### src/rtl/fft_layer_seq.sv
// Issue-side sequencer for one FFT butterfly layer: generates operand/twiddle
// read addresses and delays them through a LAT-deep line to form in-place write-backs.
module fft_layer_seq #(
    parameter int AW      = 7,
    parameter int FPU_LAT = 24,
    parameter int RD_LAT  = 1,
    parameter int MW      = 3
) (
    input  logic          clk,
    input  logic          rst,
    input  logic          start,
    input  logic [3:0]    layer,
    input  logic [MW-1:0] mode_i,
    input  logic          hold,
    output logic          busy,
    output logic          done,
    output logic          err,
    output logic          rd_en,
    output logic [AW-1:0] rd_addr_a,
    output logic [AW-1:0] rd_addr_b,
    output logic [AW-1:0] tw_addr,
    output logic          fpu_en,
    output logic [MW-1:0] fpu_mode,
    output logic          wr_en,
    output logic [AW-1:0] wr_addr_a,
    output logic [AW-1:0] wr_addr_b
);
    localparam int LAT = RD_LAT + FPU_LAT;
    localparam logic [AW-1:0] ONE = AW'(1);
    localparam logic [AW-1:0] TOP = ONE << (AW - 1);

    typedef enum logic [1:0] {IDLE, ISSUE, DRAIN, DONE} state_t;

    state_t                  state;
    logic [AW-2:0]           k;
    logic [3:0]              layer_r;
    logic [MW-1:0]           mode_r;
    logic [LAT-1:0]          dv;
    logic [LAT-1:0][AW-1:0]  da;
    logic [LAT-1:0][AW-1:0]  db;

    logic                    issue;
    logic                    drain_empty;
    logic [AW-1:0]           kk;
    logic [AW-1:0]           s;
    logic [AW-1:0]           grp;
    logic [AW-1:0]           addr_a;

    always_comb begin
        kk     = {1'b0, k};
        s      = ONE << layer_r;
        grp    = kk >> layer_r;
        addr_a = ((grp << layer_r) << 1) | (kk & (s - ONE));
    end

    assign issue     = (state == ISSUE);
    assign rd_en     = issue & ~hold;
    // addresses are gated to zero outside ISSUE but stay stable across hold
    assign rd_addr_a = issue ? addr_a : '0;
    assign rd_addr_b = issue ? (addr_a | s) : '0;
    assign tw_addr   = issue ? ((TOP >> layer_r) + grp) : '0;

    assign busy      = (state != IDLE);
    assign fpu_en    = busy & ~hold;
    assign fpu_mode  = mode_r;
    assign wr_en     = dv[LAT-1] & ~hold;
    assign wr_addr_a = da[LAT-1];
    assign wr_addr_b = db[LAT-1];

    // The tail entry is written out this cycle, so only the upstream entries
    // decide whether the line is empty after the shift.
    assign drain_empty = ~|dv[LAT-2:0];

    always_ff @(posedge clk) begin
        if (rst) begin
            state   <= IDLE;
            k       <= '0;
            layer_r <= '0;
            mode_r  <= '0;
            done    <= 1'b0;
            err     <= 1'b0;
        end else begin
            done <= 1'b0;
            err  <= 1'b0;
            case (state)
                IDLE: begin
                    if (start) begin
                        if (32'(layer) < AW) begin
                            layer_r <= layer;
                            mode_r  <= mode_i;
                            k       <= '0;
                            state   <= ISSUE;
                        end else begin
                            err <= 1'b1;
                        end
                    end
                end
                ISSUE: begin
                    if (!hold) begin
                        k <= k + 1'b1;
                        if (&k) state <= DRAIN;
                    end
                end
                DRAIN: begin
                    if (!hold && drain_empty) begin
                        state <= DONE;
                        done  <= 1'b1;
                    end
                end
                DONE:    state <= IDLE;
                default: state <= IDLE;
            endcase
        end
    end

    always_ff @(posedge clk) begin
        if (rst) begin
            dv <= '0;
            da <= '0;
            db <= '0;
        end else if (!hold) begin
            dv <= {dv[LAT-2:0], rd_en};
            da <= {da[LAT-2:0], rd_addr_a};
            db <= {db[LAT-2:0], rd_addr_b};
        end
    end
endmodule

### config.mk
export PLATFORM = sky130hd
export DESIGN_NAME = fft_layer_seq
export DESIGN_NICKNAME = d
export VERILOG_FILES = /design/src/rtl/fft_layer_seq.sv
export SDC_FILE = /design/constraint.sdc
export NUM_CORES = 1
export LEC_CHECK = 0
export CORE_MARGIN = 1
export CORE_UTILIZATION = 50
export CTS_CLUSTER_SIZE = 14
export DETAILED_ROUTE_END_ITERATION = 10
export PLACE_DENSITY = 0.66
export SETUP_SLACK_MARGIN = 0.2
export SLEW_MARGIN = 10
export SYNTH_ARGS = -nofsm -noshare
export SYNTH_HDL_FRONTEND = slang
export SYNTH_SLANG_ARGS = --single-unit
### constraint.sdc
create_clock -name clk -period 9.72 [get_ports clk]
set_input_delay 1.944 -clock clk [delete_from_list [all_inputs] [get_ports clk]]
set_output_delay 1.944 -clock clk [all_outputs]
set_load 0.03 [all_outputs]
==> results.json <==
{
  "initial_core_util_pct": 51.2,
  "slowest_delay_ns": 0.90,
  "gp_congestion": 0.819,
  "synth_flop_cell": "dfxtp_1",
  "grt_pass1_wl_um": 41200,
  "dr.pass1.iters": 5,
  "grt_start_max_net_pins": 177,
  "hold_path_class": "reg -> reg",
  "h-tree-depth": 2,
  "setup_viol": 0,
  "synth_seq_cells": 392,
  "track_usage_pct": 16.1,
  "num_io_pins": 55,
  "fin_crit_sh_pct": 68.6,
  "start_kind": "flop",
  "critPathKind": "reg -> out",
  "slew_headroom_pct": 29.1,
  "numCtsBuffers": 39,
  "synth_edf_count": 0,
  "end_kind": "output port",
  "synth_fp_nets": 1474,
  "mostFrequentLayoutCells": "nor2_1 (402), dfxtp_1 (392), mux2i_1 (375), clkdlybuf4s50_1 (52), clkbuf_16 (41)",
  "irDropWorstVdd_v": 0.000124,
  "wl_per_cell_um": 13.2,
  "ys_types": 52,
  "powerDensity_nw_per_um2": 207,
  "path_cells": "mux4_2 -> a22o_1 -> ha_1 -> inv_1 -> fa_1 -> nor2b_1 -> o21ai_0 -> a21boi_0 -> o21a_1 -> or4_1 -> clkdlybuf4s50_1",
  "die_area_um2": 30200,
  "finish.net_count": 1461,
  "drive_gt1_share_pct": 5.32,
  "status": "complete, no violations",
  "min_period_ns": 6.67,
  "cts_tree": "done",
  "cts_setup_buffers": 0,
  "hold_violations": 0,
  "synth_async_sr_flop_share_pct": 0,
  "io_buffers": 54,
  "clkTransAtPathRegs_ns": 0.06,
  "yosysSeqAreaShare_pct": 53.1,
  "slew_violations": 0,
  "drv_cap": 0,
  "finalClockSkew_ns": 0.0150,
  "final_antenna_net_count": 0,
  "core_um2": 28900,
  "antenna_found_initial": 0,
  "clock-root-buffer": "clkbuf_16",
  "drtIter0Drc": 662,
  "tns_ns": 0,
  "die_h_um": 174,
  "viasPerCell": 5.02,
  "clock.fmax_ghz": 0.150,
  "arrival_ns": 4.72,
  "rsz0062_at_grt": "no",
  "final_common_cell": "nor2_1",
  "routed_wl_um": 24400,
  "die_x_um": 174,
  "postPlaceCellArea_um2": 15300,
  "std_cell_rows": 62,
  "p_leak_nw": 7.25,
  "clk_path_buf_depth": 3,
  "synthesis.area_um2": 14800,
  "clock-sinks": 392,
  "final_cell_area_um2": 16700,
  "tightestPinTransition_ns": 1.06,
  "grt_pass1_vias": 8585,
  "grt_overflow": 0,
  "critPathRequiredTime_ns": 7.78,
  "critical_path.slowest_cell": "dfxtp_1",
  "synthCells": 1451,
  "syn_avg_cell_area_um2": 10.2,
  "drc_errors": 0,
  "area_growth_syn_to_layout_pct": 12.8,
  "holdBufCountCts": 0,
  "dr_total_vias": 9294,
  "cts_resized": 0,
  "crit_fanout": 24,
  "clk_latency_ns": 0.53,
  "ys_warn_count": 0,
  "hpwl_um": 14400
}
## per-layer routing
metal | wire length (um) | GRT usage (%)
met1 | 12200 | 22.6
met5 | 0 | 0
met4 | 444 | 4.68
met3 | 1100 | 3.17
met2 | 10700 | 25.0
## cell families (layout without fill, tap and decap cells)
family,Yosys count,after routing,synth area share [%]
adders and majority gates,12,12,1.07
and+or+nand+nor,488,488,13.6
muxes,377,377,25.6
buffers and inverters,128,143,4.01
xor gates and xnor gates,6,6,0.356
DFF,392,392,53.1
AOI/OAI and AO/OA,48,48,2.19
other,0,1,0
## final cells by class
cell class / instances / area, um2
fill: 2554 / 12200
antenna: 1 / 2.50
tap: 384 / 480
clock buffer: 57 / 1200
multi-input combinational: 931 / 6340
inverter: 14 / 52.6
timing repair buffer: 60 / 608
clock inverter: 12 / 150
sequential: 392 / 7850
## registers in the layout, summed over array words and instances (netlist names)
register / cells
da: 168
db: 168
dv: 25
wr_addr_a: 7
wr_addr_b: 7
k: 6
layer_r: 4
fpu_mode: 3
state: 2
done: 1
err: 1
## worst paths after layout
check / from / end / slack (ns) / cells past startpoint
worst max register to register: layer_r[1]$_SDFFE_PP0P_ / db[2]$_SDFFE_PP0N_ / 7.21 / 8
worst min register to register: db[31]$_SDFFE_PP0N_ / db[38]$_SDFFE_PP0N_ / 0.48 / 2
worst min-delay path: db[31]$_SDFFE_PP0N_ / db[38]$_SDFFE_PP0N_ / 0.48 / 2
worst max-delay path: layer_r[0]$_SDFFE_PP0P_ / tw_addr[6] / 3.05 / 11
## worst max-delay path, delay by kind of cell (launching register included)
kind                       cells  cell delay, ns
AOI/OAI and AO/OA              4            0.95
buffers and inverters          2            0.69
and+or+nand+nor                2            0.62
muxes                          1            0.63
adders and majority gates      2            0.40
DFF                            1            0.90
## through the flow
stage	setup slack, ns	power [W]	std cells	utilization (%)	hold slack, ns
2_1_floorplan	4.59	0.00186	1451	-	0.440
3_3_place_gp	3.65	0.00194	1781	53.1	0.448
3_5_place_dp	3.63	0.00194	1781	53.1	0.468
4_1_cts	3.04	0.00349	1850	57.8	0.477
5_1_grt	2.77	0.00358	1850	57.8	0.500
6_report	3.05	0.00344	1851	57.8	0.478
## Yosys cell counts, drive strengths merged, types with 7 or more instances
cell type  count  area (um2)
mux2i        375        3750
dfxtp        392        7850
and2          12        75.1
nor4           9        71.3
clkbuf        53         199
ha            11         138
nand2         17        63.8
nor2         402        1510
nor3          10        50.1
o21ai          7        35.0
nand2b         8        50.1
nand3         11        55.1
inv           14        52.6
buf           61         342
a21oi         10        50.1
## power breakdown
part           internal [W]  switching [W]
registers           0.00162      0.0000145
clock network      0.000935       0.000604
logic             0.0000988       0.000176
(Power assumes the default switching activity.)
